**src/rtl/dma_desc_queue_pkg.sv**
```systemverilog
// dma_pkg: shared types and constants for the DMA descriptor front end.
//   dma_desc_t  - 96-bit descriptor as stored in the queue (MSB first)
//   REG_*       - register word offsets on the reg_addr port
//   CTRL_*      - bit positions in a CTRL write
//   STAT_*      - bit positions in a STATUS read
package dma_pkg;

  typedef struct packed {
    logic [31:0] src;     // [95:64]
    logic [31:0] dst;     // [63:32]
    logic [7:0]  src_lo;  // [31:24]
    logic [7:0]  dst_lo;  // [23:16]
    logic [7:0]  len_lo;  // [15:8]
    logic [7:0]  tag;     // [7:0]
  } dma_desc_t;

  localparam logic [1:0] REG_SRC  = 2'd0;
  localparam logic [1:0] REG_DST  = 2'd1;
  localparam logic [1:0] REG_LEN  = 2'd2;
  localparam logic [1:0] REG_CTRL = 2'd3;

  localparam int unsigned CTRL_PUSH    = 0;
  localparam int unsigned CTRL_FLUSH   = 1;
  localparam int unsigned CTRL_CLR_OVF = 2;
  localparam int unsigned CTRL_CLR_IRQ = 3;

  localparam int unsigned STAT_EMPTY = 0;
  localparam int unsigned STAT_FULL  = 1;
  localparam int unsigned STAT_OVF   = 2;
  localparam int unsigned STAT_IRQ   = 3;

endpackage

```
**src/rtl/dma_desc_queue_sync_fifo.sv**
```systemverilog
// sync_fifo: show-ahead synchronous FIFO with flush.
//   clk, rst     - clock, asynchronous active-high reset
//   push, wdata  - write an entry (ignored when full unless pop is also taken)
//   pop          - advance the head (ignored when empty)
//   flush        - empty the FIFO; overrides push and pop
//   rdata        - head entry, valid while !empty
//   full, empty  - derived from the registered count
//   count        - occupancy 0..DEPTH
module sync_fifo #(
  parameter  int unsigned WIDTH = 96,
  parameter  int unsigned DEPTH = 4,
  localparam int unsigned CNT_W = $clog2(DEPTH) + 1,
  localparam int unsigned PTR_W = $clog2(DEPTH)
) (
  input  logic             clk,
  input  logic             rst,
  input  logic             push,
  input  logic             pop,
  input  logic             flush,
  input  logic [WIDTH-1:0] wdata,
  output logic [WIDTH-1:0] rdata,
  output logic             full,
  output logic             empty,
  output logic [CNT_W-1:0] count
);

  logic [WIDTH-1:0] mem [DEPTH];
  logic [PTR_W-1:0] wr_ptr;
  logic [PTR_W-1:0] rd_ptr;
  logic             wr_en;
  logic             rd_en;

  assign full  = (count == CNT_W'(DEPTH));
  assign empty = (count == '0);

  // A pop frees a slot in the same cycle, so a full FIFO still accepts a push.
  assign wr_en = push && (!full || pop);
  assign rd_en = pop && !empty;

  assign rdata = mem[rd_ptr];

  always_ff @(posedge clk or posedge rst) begin
    if (rst) begin
      for (int unsigned i = 0; i < DEPTH; i++) mem[i] <= '0;
      wr_ptr <= '0;
      rd_ptr <= '0;
      count  <= '0;
    end else if (flush) begin
      wr_ptr <= '0;
      rd_ptr <= '0;
      count  <= '0;
    end else begin
      if (wr_en) begin
        mem[wr_ptr] <= wdata;
        wr_ptr      <= wr_ptr + 1'b1;
      end
      if (rd_en) rd_ptr <= rd_ptr + 1'b1;
      case ({wr_en, rd_en})
        2'b10:   count <= count + 1'b1;
        2'b01:   count <= count - 1'b1;
        default: count <= count;
      endcase
    end
  end

endmodule

```
**src/rtl/dma_desc_queue.sv**
```systemverilog
// dma_desc_queue: register front end that packs descriptors into a FIFO
// feeding the DMA controller.
//   clk, rst            - clock, asynchronous active-high reset
//   reg_wr, reg_rd      - one-cycle register write / read strobes
//   reg_addr            - 0 SRC, 1 DST, 2 LEN, 3 CTRL(write)/STATUS(read)
//   reg_wdata           - write data; CTRL bits [0] push [1] flush
//                         [2] clear overflow [3] clear irq
//   reg_rdata           - registered read data, 0 when no read
//   desc_data           - head descriptor (valid while !fifo_empty)
//   desc_pop            - consumer takes the head
//   fifo_empty/full     - queue flags
//   fifo_count          - occupancy
//   irq                 - interrupt level
// Build option: define DMA_DESC_IRQ_EN to enable irq (set on a pop that
// drains the queue or on overflow). Without it irq is tied low.
module dma_desc_queue
  import dma_pkg::*;
#(
  parameter  int unsigned DEPTH = 4,
  localparam int unsigned CNT_W = $clog2(DEPTH) + 1
) (
  input  logic             clk,
  input  logic             rst,
  input  logic             reg_wr,
  input  logic             reg_rd,
  input  logic [1:0]       reg_addr,
  input  logic [31:0]      reg_wdata,
  output logic [31:0]      reg_rdata,
  output logic [95:0]      desc_data,
  input  logic             desc_pop,
  output logic             fifo_empty,
  output logic             fifo_full,
  output logic [CNT_W-1:0] fifo_count,
  output logic             irq
);

  logic [31:0] src_q;
  logic [31:0] dst_q;
  logic [31:0] len_q;
  logic [7:0]  tag_q;
  logic        ovf_q;

  logic        ctrl_wr;
  logic        push_req;
  logic        flush;
  logic        clr_ovf;
  logic        pop_ok;
  logic        push_ok;
  logic        ovf_event;
  logic        irq_bit;
  dma_desc_t   desc_in;

  assign ctrl_wr  = reg_wr && (reg_addr == REG_CTRL);
  assign push_req = ctrl_wr && reg_wdata[CTRL_PUSH];
  assign flush    = ctrl_wr && reg_wdata[CTRL_FLUSH];
  assign clr_ovf  = ctrl_wr && reg_wdata[CTRL_CLR_OVF];

  // Flush swallows both sides of the queue in the same cycle.
  assign pop_ok    = desc_pop && !fifo_empty && !flush;
  assign push_ok   = push_req && !flush && (!fifo_full || pop_ok);
  assign ovf_event = push_req && !flush && fifo_full && !pop_ok;

  always_comb begin
    desc_in        = '0;
    desc_in.src    = src_q;
    desc_in.dst    = dst_q;
    desc_in.src_lo = src_q[7:0];
    desc_in.dst_lo = dst_q[7:0];
    desc_in.len_lo = len_q[7:0];
    desc_in.tag    = tag_q;
  end

  sync_fifo #(
    .WIDTH (96),
    .DEPTH (DEPTH)
  ) u_fifo (
    .clk   (clk),
    .rst   (rst),
    .push  (push_ok),
    .pop   (pop_ok),
    .flush (flush),
    .wdata (desc_in),
    .rdata (desc_data),
    .full  (fifo_full),
    .empty (fifo_empty),
    .count (fifo_count)
  );

  always_ff @(posedge clk or posedge rst) begin
    if (rst) begin
      src_q <= '0;
      dst_q <= '0;
      len_q <= '0;
    end else if (reg_wr) begin
      case (reg_addr)
        REG_SRC: src_q <= reg_wdata;
        REG_DST: dst_q <= reg_wdata;
        REG_LEN: len_q <= reg_wdata;
        default: ;
      endcase
    end
  end

  always_ff @(posedge clk or posedge rst) begin
    if (rst) begin
      tag_q <= '0;
      ovf_q <= 1'b0;
    end else begin
      if (push_ok) tag_q <= tag_q + 8'd1;
      if (ovf_event)    ovf_q <= 1'b1;
      else if (clr_ovf) ovf_q <= 1'b0;
    end
  end

`ifdef DMA_DESC_IRQ_EN
  logic irq_q;
  logic irq_set;
  logic clr_irq;

  assign clr_irq = ctrl_wr && reg_wdata[CTRL_CLR_IRQ];
  // Draining pop: last entry leaves with no refill in the same cycle.
  assign irq_set = ovf_event ||
                   (pop_ok && !push_ok && (fifo_count == CNT_W'(1)));

  always_ff @(posedge clk or posedge rst) begin
    if (rst)          irq_q <= 1'b0;
    else if (irq_set) irq_q <= 1'b1;
    else if (clr_irq) irq_q <= 1'b0;
  end

  assign irq     = irq_q;
  assign irq_bit = irq_q;
`else
  assign irq     = 1'b0;
  assign irq_bit = 1'b0;
`endif

  always_ff @(posedge clk or posedge rst) begin
    if (rst) begin
      reg_rdata <= '0;
    end else if (reg_rd) begin
      case (reg_addr)
        REG_SRC: reg_rdata <= src_q;
        REG_DST: reg_rdata <= dst_q;
        REG_LEN: reg_rdata <= len_q;
        default: begin
          reg_rdata                <= '0;
          reg_rdata[STAT_EMPTY]    <= fifo_empty;
          reg_rdata[STAT_FULL]     <= fifo_full;
          reg_rdata[STAT_OVF]      <= ovf_q;
          reg_rdata[STAT_IRQ]      <= irq_bit;
          reg_rdata[15:8]          <= 8'(fifo_count);
          reg_rdata[23:16]         <= tag_q;
        end
      endcase
    end else begin
      reg_rdata <= '0;
    end
  end

endmodule

```
**config.mk**
```make
export PLATFORM = sky130hd
export DESIGN_NAME = dma_desc_queue
export DESIGN_NICKNAME = d
export VERILOG_FILES = /design/src/rtl/dma_desc_queue_pkg.sv /design/src/rtl/dma_desc_queue_sync_fifo.sv /design/src/rtl/dma_desc_queue.sv
export SDC_FILE = /design/constraint.sdc
export NUM_CORES = 1
export LEC_CHECK = 0
export CELL_PAD_IN_SITES_DETAIL_PLACEMENT = 1
export CELL_PAD_IN_SITES_GLOBAL_PLACEMENT = 1
export CORE_MARGIN = 2
export CORE_UTILIZATION = 25
export CTS_BUF_LIST = sky130_fd_sc_hd__clkbuf_4 sky130_fd_sc_hd__clkbuf_8
export DETAILED_ROUTE_END_ITERATION = 10
export HOLD_SLACK_MARGIN = 0.05
export PLACE_DENSITY_LB_ADDON = 0.1
export SYNTH_ARGS = -nofsm -noshare
export SYNTH_HDL_FRONTEND = slang
export SYNTH_HIERARCHICAL = 1
export SYNTH_SLANG_ARGS = --single-unit
```
**constraint.sdc**
```tcl
create_clock -name clk -period 36.2 [get_ports clk]
set_input_delay 7.24 -clock clk [delete_from_list [all_inputs] [get_ports clk]]
set_output_delay 7.24 -clock clk [all_outputs]
set_load 0.03 [all_outputs]
```
==> results of run 1 <==
power groups by stage:
stage               clock network (mW)  logic, mW  registers [mW]
floorplan                            0      0.417           0.775
global placement                     0      0.649           0.813
detailed placement                   0      0.654           0.818
CTS                              0.679      0.657           0.809
global route                     0.708      0.677           0.826
finish                           0.650      0.637           0.805
cells by family after synthesis:
logic type | synth area share [%]
multiplexers | 36.5
adder cells (fa/ha/maj) | 0.348
flip-flops | 55.7
XOR/XNOR | 0.406
AO/OA/AOI/OAI | 0.976
AND/OR/NAND/NOR | 2.51
other | 0.0158
buffers and inverters | 3.51
final timing paths:
path                                              from                      endpoint  slack (ps)  cells after the start
max in group asynchronous                          rst  u_fifo/rd_ptr[1]$_DFFE_PP0P_       25880                      5
min reg2reg                          ovf_q$_DFFE_PP0P_             ovf_q$_DFFE_PP0P_         500                      2
min in group asynchronous                          rst   u_fifo/mem[151]$_DFFE_PP0P_        7110                      2
min                                  ovf_q$_DFFE_PP0P_             ovf_q$_DFFE_PP0P_         500                      2
max reg2reg                u_fifo/count[1]$_DFFE_PP0P_   u_fifo/mem[259]$_DFFE_PP0P_       31940                      8
max                                        reg_addr[0]   u_fifo/mem[259]$_DFFE_PP0P_       25140                      9
metal layers:
metal	vias up	part of all wire (%)	track usage (%)	wire length (µm)
li1	5530	-	-	-
met1	7141	45	19.6	32200
met2	262	49	24.7	34900
met3	100	4.2	3.01	3000
met4	2	2.2	4.08	1550
met5	-	0.013	0	9
worst min-delay path, cell delays in order, from the launching register on:
cell and delay (ps):
dfrtp_1 350, nand2_1 60, o41ai_1 50
registers in the layout (all words and copies together) (netlist names):
| name | flops |
|---|---|
| tag_q | 8 |
| u_fifo/mem | 384 |
| dst_q | 32 |
| reg_rdata | 32 |
| ovf_q | 1 |
| len_q | 32 |
| u_fifo/wr_ptr | 2 |
| u_fifo/rd_ptr | 2 |
| u_fifo/count | 3 |
| src_q | 32 |
cell type report:
cell class | instances | area (µm²) | area share, %
clock inverter | 11 | 123 | 0.428
clock buffer | 175 | 2140 | 7.46
antenna | 2 | 5.00 | 0.0175
multi-input combinational | 755 | 9680 | 33.8
tap | 1254 | 1570 | 5.47
timing repair buffer | 195 | 1890 | 6.60
inverter | 7 | 38.8 | 0.135
sequential | 528 | 13200 | 46.1
placed cells by master, fill, tap and decap left out, types with 2 or more instances in the layout:
| cell type | count |
|---|---|
| a21oi_1 | 4 |
| and2_1 | 34 |
| and3_1 | 3 |
| buf_2 | 2 |
| buf_4 | 24 |
| clkbuf_4 | 43 |
| clkbuf_8 | 132 |
| clkdlybuf4s50_1 | 168 |
| clkinv_2 | 3 |
| dfrtp_1 | 526 |
| dfrtp_4 | 2 |
| diode_2 | 2 |
| ha_1 | 5 |
| inv_1 | 5 |
| inv_6 | 4 |
| inv_8 | 2 |
| mux2_2 | 319 |
| mux2_4 | 160 |
| mux2i_1 | 18 |
| mux4_2 | 110 |
| nand2_1 | 25 |
| nand3_1 | 4 |
| nand4_1 | 4 |
| nand4b_4 | 4 |
| nor2_1 | 6 |
| o2111ai_1 | 2 |
| o21ai_0 | 24 |
| xnor2_1 | 6 |
| xor2_1 | 5 |
through the flow:
stage                     worst slack [ps]  cell area [µm²]  instances  hold slack [ps]  util [%]
final                                25140            28700       2927              495      30.6
after global routing                 24950            28700       2927              509      30.6
after CTS                            25110            28700       2925              491      30.6
after detailed placement             24420            26400       2739              473      28.2
after global placement               24490            26400       2739              475      28.2
after floorplan                      18090            23700       1383              436         -
==> flow_metrics.tcl, run 1 <==
set metrics [dict create \
    status "finished clean" \
    totalWireLength_mm 71.6 \
    critPathLaunchType "primary input" \
    p_sw_uw 697 \
    fin_setup_tns_ps 0 \
    first_pass_iters 4 \
    drc 0 \
    syn_area_mm2 0.0237 \
    fp.dieH_um 312 \
    antenna_found_initial 7 \
    cp.required_ps 36770 \
    crit_path_end_kind "register" \
    clk_pin_slew_ps 50 \
    io_pins 173 \
    dp_hpwl_mm 42.8 \
    syn-num-nets 1428 \
    clock_skew_ps 46.2 \
    critPathMaxFanout 37 \
    htree_levels 3 \
    grt_pass1_wl_mm 107 \
    globalplace.congestion 0.699 \
    finalMaxSlewViolations 0 \
    postRouteAntennaNets 0 \
    path_buf_inv 3 \
    ys_seq_elements 528 \
    syn_to_final_growth_pct 20.9 \
    port_buffers 171 \
    worst-endpoint-arrival_ps 11630 \
    setup.worst_path.class "in2reg" \
    rows 112 \
    nets 1636 \
    initial_core_util_pct 25.3 \
    path_common_cell "buf_4" \
    crit_chain "buf_2 > buf_4 > and3_1 > and2_1 > nor2_1 > or4b_1 > nand4b_4 > buf_4 > mux2_2" \
    synth_top_area_share_pct 55.7 \
    yosysMostFrequentCell "dfrtp_1" \
    p_int_mw 1.40 \
    clockBufferDepth 3 \
    synth.largest_area_cell "dfrtp_1" \
    p_leak_nw 13.2 \
    syn_inst 1383 \
    totalPowerFinal_mw 2.09 \
    first_global_vias 15152 \
    gr-total-overflow 0 \
    rsz0062_at_grt "no" \
    synth.yosys.seq_area_share_pct 55.7 \
    postCtsResizedCells 0 \
    combPwrFrac_pct 30.5 \
    clk_latency_ps 720 \
    cts_tree "done" \
    vias 13035 \
    fp.dieW_um 312 \
    cpMaxStageDelayCell "or4b_1" \
    hold_violations 0 \
    p_per_area_mw_per_mm2 73.0 \
    clkPwrFrac_pct 31.1 \
    yosysWarnings 6 \
    cp_top_family "simple AND/OR/NAND/NOR gates" \
    netSwitchingFraction_pct 33.3 \
    wire_per_inst_um 24.5 \
    track_usage_pct 14.8 \
    cts_root_buf "clkbuf_8" \
    worstMarginPinSlew_ps 1140 \
    slew_headroom_pct 23.7 \
    crit_path_max_incr_delay_ps 770 \
    layout-drive-gt1-share_pct 48.9 \
    cts_made_buffers 104 \
    maxCapViolations 0 \
    synthArstFlopShare_pct 100 \
    cts_sinks 528 \
    vdd_drop_max_mv 0.0282 \
    hold_buffers 0 \
    holdCritPathClass "reg2reg" \
    period_share_pct 30.6 \
    synth-edff-count 0 \
    die_area_mm2 0.0973 \
    synth_cell_types 46 \
    cts_setup_buffers 0 \
    grt_max_degree 164 \
    fmax_ghz 0.0904 \
    n_fill_cell 9799 \
    yosys_most_used_dff "dfrtp_1" \
    pwr-share-seq_pct 38.5 \
    ys_top_cells_by_count "dfrtp_1 (528), mux2_2 (319), mux2_4 (160)" \
    vias_per_cell 4.45 \
    syn_avg_cell_area_um2 17.1 \
    period_minus_slack_ps 11060 \
    coreArea_mm2 0.0936 \
    synthTopCellsByArea "dfrtp_1 (56%), mux2_2 (15%), mux4_2 (10%)" \
    first_iter_violations 552 \
    setup_viol 0 \
]
(Power assumes the default switching activity.)
==> inputs of run 2 (changes only) <==
clock period = 10.5 ns   (was 36.2 ns; I/O delays follow)
==> flow_metrics.tcl, run 2 (synthesized netlist as in run 1, its figures left out) <==
set metrics [dict create \
    status "finished clean" \
    layout-drive-gt1-share_pct 48.7 \
    wire_per_inst_um 24.5 \
    path_buf_inv 2 \
    fin_setup_tns_ps 0 \
    totalPowerFinal_mw 7.17 \
    globalplace.congestion 0.677 \
    combPwrFrac_pct 30.6 \
    setup_viol 0 \
    hold_buffers 0 \
    track_usage_pct 14.9 \
    grt_pass1_wl_mm 108 \
    first_pass_iters 4 \
    cts_made_buffers 103 \
    fp.dieW_um 312 \
    crit_cells 3 \
    crit_chain "buf_4 > mux4_2 > clkdlybuf4s50_1" \
    cts_setup_buffers 0 \
    cpMaxStageDelayCell "buf_4" \
    crit_path_max_incr_delay_ps 890 \
    maxCapViolations 0 \
    worst-endpoint-arrival_ps 3610 \
    port_buffers 171 \
    worstMarginPinSlew_ps 1110 \
    grt_max_degree 155 \
    drc 0 \
    max_flop_register "u_fifo/mem" \
    p_int_mw 4.80 \
    first_global_vias 15150 \
    pwr-share-seq_pct 38.6 \
    p_leak_nw 13.2 \
    initial_core_util_pct 25.3 \
    vias_per_cell 4.47 \
    rsz0062_at_grt "no" \
    fp.dieH_um 312 \
    syn_to_final_growth_pct 20.7 \
    hold_violations 0 \
    period_share_pct 54.4 \
    p_sw_mw 2.37 \
    netSwitchingFraction_pct 33.0 \
    cp_top_family "buffers and inverters" \
    p_per_area_mw_per_mm2 250 \
    postCtsResizedCells 0 \
    clk_latency_ps 710 \
    final_cell_mix "dfrtp_1 (526), mux2_2 (319), clkdlybuf4s50_1 (168), mux2_4 (160), clkbuf_8 (133)" \
    fmax_ghz 0.175 \
    critPathLaunchType "register" \
    crit_path_start "u_fifo/rd_ptr[1]$_DFFE_PP0P_" \
    die_area_mm2 0.0973 \
    antenna_found_initial 5 \
    slew_headroom_pct 25.5 \
    setup.worst_path.class "reg2out" \
    clockBufferDepth 3 \
    htree_levels 3 \
    finalMaxSlewViolations 0 \
    period_minus_slack_ps 5710 \
    rows 112 \
    crit_path_end_kind "output pin" \
    io_pins 173 \
    clkPwrFrac_pct 30.8 \
    totalWireLength_mm 71.6 \
    dp_cells 2739 \
    cp.required_ps 8400 \
    r2r-start "u_fifo/count[1]$_DFFE_PP0P_" \
    stdcell_count 2921 \
    cts_sinks 528 \
    critPathMaxFanout 50 \
    holdCritPathClass "reg2reg" \
    vdd_drop_max_mv 0.127 \
    gr-total-overflow 0 \
    worstHoldStart "ovf_q$_DFFE_PP0P_" \
    cts_root_buf "clkbuf_8" \
    clock_skew_ps 27.2 \
    layout_commonest_cell "dfrtp_1" \
    r2r_cells 7 \
    dp_hpwl_mm 42.7 \
    coreArea_mm2 0.0936 \
    clk_pin_slew_ps 60 \
    hold_depth 2 \
    nets 1635 \
    largest_register_ff_count 384 \
    postRouteAntennaNets 0 \
    cts_tree "done" \
    first_iter_violations 428 \
    vias 13060 \
]
==> run 2: worst reg2reg max path: stages (launching register included) <==
cell and delay (ps):
dfrtp_1 590, nor3_1 780, nand2b_1 310, nor2_1 200
or4b_1 770, nand4b_4 530, buf_4 810, mux2_2 470
==> run 2: path summary, 6_finish.rpt <==
| check | endpoint | slack [ps] |
|---|---|---|
| max in group asynchronous | u_fifo/mem[122]$_DFFE_PP0P_ | 6420 |
| max | desc_data[24] | 4790 |
| min reg2reg | ovf_q$_DFFE_PP0P_ | 490 |
| max reg2reg | u_fifo/mem[68]$_DFFE_PP0P_ | 5930 |
| min in group asynchronous | dst_q[21]$_DFFE_PP0P_ | 2000 |
| min | ovf_q$_DFFE_PP0P_ | 490 |
==> run 2: stage by stage <==
step | util (%) | setup WS (ps) | hold WS, ps | area, µm²
after global placement | 28.2 | 4140 | 482 | 26400
after detailed placement | 28.2 | 4100 | 485 | 26400
after CTS | 30.6 | 4630 | 493 | 28600
after floorplan | - | 3140 | 436 | 23700
after global routing | 30.6 | 4550 | 509 | 28600
final | 30.6 | 4790 | 489 | 28600
==> run 2: routing by layer <==
layer,GRT usage (%),routed length [µm],vias up
li1,-,-,5517
met1,20.2,32600,7121
met2,24.0,34100,291
met3,2.90,3000,129
met4,4.74,1900,2
met5,0,8,-
==> run 2: cell type report <==
type / count / area, µm²
well taps: 1254 / 1570
fillers: 9774 / 65000
clock inverters: 11 / 115
flip-flops and latches: 528 / 13200
clock buffers: 168 / 2090
inverters: 7 / 35.0
multi-input cells: 755 / 9680
diodes: 3 / 7.51
repair buffers: 195 / 1900
==> run 2: power groups by stage <==
| stage | Clock [mW] | Combinational (mW) | Sequential [mW] |
|---|---|---|---|
| 3_3_place_gp | 0 | 2.24 | 2.79 |
| 6_report | 2.21 | 2.19 | 2.76 |
| 5_1_grt | 2.40 | 2.34 | 2.83 |
| 3_5_place_dp | 0 | 2.26 | 2.81 |
| 4_1_cts | 2.31 | 2.27 | 2.78 |
| 2_1_floorplan | 0 | 1.44 | 2.67 |
==> RTL change 1: new RTL, config.mk and constraints of run 1 <==
Build with the macro `DMA_DESC_IRQ_EN` defined.
--- a/src/rtl/dma_desc_queue.sv
+++ b/src/rtl/dma_desc_queue.sv
@@ -14,4 +14,6 @@
 // Build option: define DMA_DESC_IRQ_EN to enable irq (set on a pop that
 // drains the queue or on overflow). Without it irq is tied low.
+`define DMA_DESC_IRQ_EN
+
 module dma_desc_queue
   import dma_pkg::*;
Behaviour: not the same (Yosys sat finds a counterexample within 4 cycles, from zero or initial values and one cycle with rst high).
==> RTL change 1 against run 1 <==
Sequential cell count increased by 1. Wire length decreased by 0.46%. Critical path depth unchanged. Final area increased by 0.62%. Count of clock-buffer cells in the layout increased by 7. Worst setup slack got worse by 0.0041 ns. Sequential share of layout area decreased by 0.20 points. Power increased by 1.1%. Area after synthesis increased by 0.18%. Synthesized cell count about the same. Hold slack improved by 0.0036 ns. Clock power increased by 2%. Highest routed layer unchanged.
==> RTL change 1: results (changes against run 1) <==
* Sequential share of power: 37.8% (was 38.5%)
- Number of buffers inserted by port buffering: 172 (was 171)
- Final nets: 1641 (was 1636)
* Xor/xnor cell area share of the yosys netlist: 0.4056% (was 0.4064%)
- The number of filler instances in the final layout was 9810 (was 9799).
- The sequential share of the synthesized area is 55.74% (was 55.73%).
- The total nets after synthesis was 1427 (was 1428).
- The synthesized-area fraction occupied by ao, oa, aoi and oai cells was 0.8956% (was 0.9764%).
- The via count of the first global-routing pass was 15060 (was 15150).
* Peak VDD IR: 0.00002747 V (was 0.00002819 V)
- The arithmetic-cell share of the synthesized area counting full adders, half adders and majority gates is 0.3477% (was 0.3483%).
* Combinational-cell power consumption: 0.000651 W (was 0.000637 W)
* Worst setup skew after layout: 0.01294 ns (was 0.04621 ns)
- The number of DRC markers after the initial detailed-route iteration is 503 (was 552).
* Share of synthesized area spent on multiplexers: 36.58% (was 36.49%)
* Outcome: finished, final reports clean (unchanged)
- The fraction of layout cells with a size suffix above 1 was 49.11% (was 48.89%).
* Global-route usage over all layers: 14.82% (was 14.83%)
- Most numerous cell types in the synthesized netlist: sky130_fd_sc_hd__dfrtp_1, sky130_fd_sc_hd__mux2_2, sky130_fd_sc_hd__mux2_4 (unchanged)
- Half-perimeter wire length after placement: 41.41 mm (was 42.77 mm)
- The final hold slack was 0.4990 ns (was 0.4954 ns).
* Register-to-register setup slack: 31.71 ns (was 31.94 ns)
- Cell types occupying the most area after synthesis: sky130_fd_sc_hd__dfrtp_1, sky130_fd_sc_hd__mux2_2, sky130_fd_sc_hd__mux4_2 (unchanged).
* First-pass GRT wire length: 107.2 mm (was 106.7 mm)
- The data arrival time of the critical path is 11.66 ns (was 11.63 ns).
- Final weighted congestion in routability-driven placement: 0.6925 (was 0.6985)
- The static power due to leakage was 13.33 nW (was 13.24 nW).
- The length of routed met2 wiring came to 33.19 mm (was 34.86 mm).
- The design internal power came to 0.001418 W (was 0.001396 W).
* Transition at the pin with the smallest max-transition slack: 1.093 ns (was 1.141 ns)
* CTS buffer count: 106 (was 104)
- The number of H-tree levels came to 3 (unchanged).
* Met1 Routed Length: 33.46 mm (was 32.20 mm)
## RTL change 1: final cells by class
class / count / area (um2) / area share, %
Timing Repair Buffer: 198 / 1917 / 6.646
Clock buffer: 182 / 2292 / 7.947
Antenna cell: 5 / 12.51 / 0.04338
Sequential cell: 529 / 13250 / 45.92
Multi-Input combinational cell: 755 / 9704 / 33.64
Clock inverter: 10 / 55.05 / 0.1909
Inverter: 6 / 35.03 / 0.1215
Tap cell: 1265 / 1583 / 5.487
## RTL change 1: routing by layer
metal	GRT usage [%]	vias up
li1	-	5568
met1	20.44	7269
met2	23.21	260
met3	3.258	116
met4	4.567	4
met5	0	-
## RTL change 1: logic make-up after synthesis
| kind of cell | Yosys count |
|---|---|
| multiplexers | 609 |
| flip-flops | 529 |
| buffers and inverters | 98 |
| AND/OR/NAND/NOR | 95 |
| AO/OA/AOI/OAI | 34 |
| XOR/XNOR | 11 |
| adder cells (fa/ha/maj) | 6 |
## RTL change 1: worst paths after layout
check,from,end,depth (start not counted)
worst max-delay path,reg_addr[0],u_fifo/mem[383],9
min in group asynchronous,rst,reg_rdata[28],2
worst min-delay path,u_fifo/mem[138],u_fifo/mem[138],1
max in group asynchronous,rst,u_fifo/mem[121],5
worst max register to register,u_fifo/count[1],u_fifo/mem[383],8
worst min register to register,u_fifo/mem[138],u_fifo/mem[138],1
## RTL change 1: through the flow
step                      instances  setup slack [ns]  power [W]  util [%]  area [um2]
after global routing           2948             24.95   0.002237     30.49       28840
after global placement         2753             24.40   0.001467     28.00       26480
after detailed placement       2753             24.32   0.001478     28.00       26480
after CTS                      2945             25.11   0.002169     30.48       28830
after floorplan                1382             18.09   0.001199         -       23750
final                          2950             25.13   0.002114     30.49       28840
==> RTL change 2: new RTL, flow settings as in run 1 <==
Without the edit above. `DEPTH` is set to 4 in 2 places; all go to 2.
--- a/src/rtl/dma_desc_queue_sync_fifo.sv
+++ b/src/rtl/dma_desc_queue_sync_fifo.sv
@@ -9,5 +9,5 @@
 module sync_fifo #(
   parameter  int unsigned WIDTH = 96,
-  parameter  int unsigned DEPTH = 4,
+  parameter  int unsigned DEPTH = 2,
   localparam int unsigned CNT_W = $clog2(DEPTH) + 1,
   localparam int unsigned PTR_W = $clog2(DEPTH)
--- a/src/rtl/dma_desc_queue.sv
+++ b/src/rtl/dma_desc_queue.sv
@@ -17,5 +17,5 @@
   import dma_pkg::*;
 #(
-  parameter  int unsigned DEPTH = 4,
+  parameter  int unsigned DEPTH = 2,
   localparam int unsigned CNT_W = $clog2(DEPTH) + 1
 ) (
Interface: changed (resized fifo_count); port bits go from 173 to 172. No check against the original RTL was run, so the function may have changed too.
==> RTL change 2 against run 1 <==
Maximum frequency up 2.7%. Hold slack better by 0.0050 ns. Area after synthesis down 40%. Power down 38%. Largest power group unchanged. Highest routed layer unchanged. Critical path depth unchanged. Non-clock buffer count down 13. Worst setup slack better by 0.29 ns. Sequential cell count down 195. Clock skew down 0.028 ns. Final area down 37%. Wire length down 42%. Final cell count down 34%.
==> RTL change 2: results (changes against run 1) <==
* Outcome: finished, final reports clean (unchanged)
* Number of vias per cell: 4.361 (was 4.453)
- Most numerous cell types in the synthesized netlist: sky130_fd_sc_hd__mux2_2, sky130_fd_sc_hd__dfrtp_1, sky130_fd_sc_hd__and2_1 (was sky130_fd_sc_hd__dfrtp_1, sky130_fd_sc_hd__mux2_2, sky130_fd_sc_hd__mux2_4).
- Flip-flop count of the largest register, all copies and words added: 192 (was 384)
- The number of setup buffers added after CTS came to 0 (unchanged).
- The final net count was 1162 (was 1636).
* Complex-gate fraction of the synthesized area: 1.269% (was 0.9764%)
- Clk pin slew, worst setup/hold paths: 0.06 ns
* Share of synthesized area spent on multiplexers: 34.31% (was 36.49%)
* Transition at the pin with the smallest max-transition slack: 1.239 ns (was 1.141 ns)
- CTS max path bufs: 3 (unchanged)
* First-pass GRT wire length: 63.02 mm (was 106.7 mm)
- Layout cells sized above 1: 45.66% (was 48.89%)
- The count of TritonRoute iterations in the first routing pass was 4 (unchanged).
- Most used flip-flop cell after synthesis: sky130_fd_sc_hd__dfrtp_1 (unchanged)
- The global-route usage over all layers came to 14.18% (was 14.83%).
* Pin count of the biggest net entering global routing: 88 (was 164)
- The initial antenna violation count is 2 (was 7).
* Static power due to leakage: 8.039 nW (was 13.24 nW)
- The maximum fanout along the worst path was 49 (was 37).
- The type of the worst min-delay path is reg2reg (unchanged).
- Number of buffers inserted by port buffering: 170 (was 171)
* Synthesized net count: 972 (was 1428)
- The sequential share of the synthesized area is 58.29% (was 55.73%).
* Vias in the first global route: 9547 (was 15150)
- Register ranked first by flip-flop count: u_fifo/mem (unchanged)
- The fraction of registers with async set or reset after synthesis was 100.0% (unchanged).
- The design internal power was 0.0008748 W (was 0.001396 W).
- The clock network latency to the later pin of the worst-skew pair came to 0.65 ns (was 0.72 ns).
- The master cell of the clock root buffer is sky130_fd_sc_hd__clkbuf_8 (unchanged).
* Peak VDD IR: 0.00003251 V (was 0.00002819 V)
- The number of filler instances in the final layout was 5896 (was 9799).
- Arrival @ worst endpoint: 11.30 ns (was 11.63 ns)
* Post_cts resized: 0 (unchanged)
* Cell types occupying the most area after synthesis: sky130_fd_sc_hd__dfrtp_1, sky130_fd_sc_hd__mux2_2, sky130_fd_sc_hd__mux2_4 (was sky130_fd_sc_hd__dfrtp_1, sky130_fd_sc_hd__mux2_2, sky130_fd_sc_hd__mux4_2)
- Average routed wire per standard cell: 21.42 um (was 24.47 um)
* Final weighted congestion in routability-driven placement: 0.6622 (was 0.6985)
- Half-perimeter wire length after placement: 24.67 mm (was 42.77 mm)
- The xor/xnor share of the synthesized area is 0.4902% (was 0.4064%).
* Yosys Warn Count: 6 (unchanged)
- The clock skew after layout came to 0.01785 ns (was 0.04621 ns).
- Synthesized-area fraction occupied by adder cells: 0.08753% (was 0.3483%)
* CTS buffer count: 61 (was 104)
- The number of DRC markers after the initial detailed-route iteration was 310 (was 552).
- The count of different cell masters after synthesis is 34 (was 46).
- The number of H-tree levels is 2 (was 3).
## RTL change 2: metrics by stage
step	cells	area [um2]	setup WS, ns
finish	1931	18100	25.42
global route	1931	18100	25.12
CTS	1930	18100	25.26
detailed placement	1815	16780	24.60
global placement	1815	16780	24.69
floorplan	932	14300	23.62
## RTL change 2: worst paths after layout
kind / from / end / slack [ns] / cells after the start
worst min register to register: u_fifo/mem[76] / u_fifo/mem[76] / 0.50 / 1
worst min-delay path: u_fifo/mem[76] / u_fifo/mem[76] / 0.50 / 1
worst max register to register: u_fifo/count[1] / u_fifo/mem[162] / 32.09 / 7
max in group asynchronous: rst / u_fifo/rd_ptr / 27.55 / 3
min in group asynchronous: rst / u_fifo/mem[175] / 7.24 / 2
worst max-delay path: reg_addr[0] / u_fifo/mem[162] / 25.42 / 9
## RTL change 2: kinds of logic (layout without fill, tap and decap cells)
kind of cell / count (synthesis) / count (layout)
compound gates: 30 / 30
xor+xnor: 8 / 8
fa+ha+maj: 1 / 1
buf+inv: 58 / 300
flops: 333 / 333
mux: 415 / 415
other cells: 1 / 2
simple gates: 86 / 86
## RTL change 2: layer usage
metal | share of wire [%] | track usage, % | vias to the layer above | wire length (um)
li1 | - | - | 3721 | -
met4 | 1.8 | 3.771 | 2 | 744
met1 | 46 | 18.82 | 4477 | 18970
met5 | 0.019 | 0 | - | 8
met3 | 4.2 | 3.251 | 59 | 1718
met2 | 48 | 23.22 | 162 | 19910
## RTL change 2: worst max-delay path, stage by stage
cell                      delay, ns
sky130_fd_sc_hd__buf_2         0.09
sky130_fd_sc_hd__buf_4         0.55
sky130_fd_sc_hd__and3_1        0.28
sky130_fd_sc_hd__and2_1        0.32
sky130_fd_sc_hd__nor2_1        0.18
sky130_fd_sc_hd__nor3b_1       0.48
sky130_fd_sc_hd__or4b_4        0.82
sky130_fd_sc_hd__buf_4         0.85
sky130_fd_sc_hd__mux2_2        0.41
## RTL change 2: area by class of cell
| class | instances | area [um2] | area share (%) |
|---|---|---|---|
| tap | 756 | 945.9 | 5.225 |
| clock buffer | 104 | 1262 | 6.974 |
| sequential | 333 | 8337 | 46.05 |
| timing repair buffer | 182 | 1779 | 9.829 |
| antenna | 1 | 2.502 | 0.01382 |
| multi-input combinational | 541 | 5692 | 31.44 |
| inverter | 3 | 23.77 | 0.1313 |
| clock inverter | 11 | 60.06 | 0.3318 |
## RTL change 2: power by group through the flow
stage          logic (W)  registers (W)  clock network (W)
2_1_floorplan   0.000269       0.000498                  0
3_3_place_gp    0.000418       0.000518                  0
3_5_place_dp    0.000420       0.000521                  0
4_1_cts         0.000422       0.000514           0.000403
5_1_grt         0.000436       0.000527           0.000418
6_report        0.000412       0.000513           0.000383
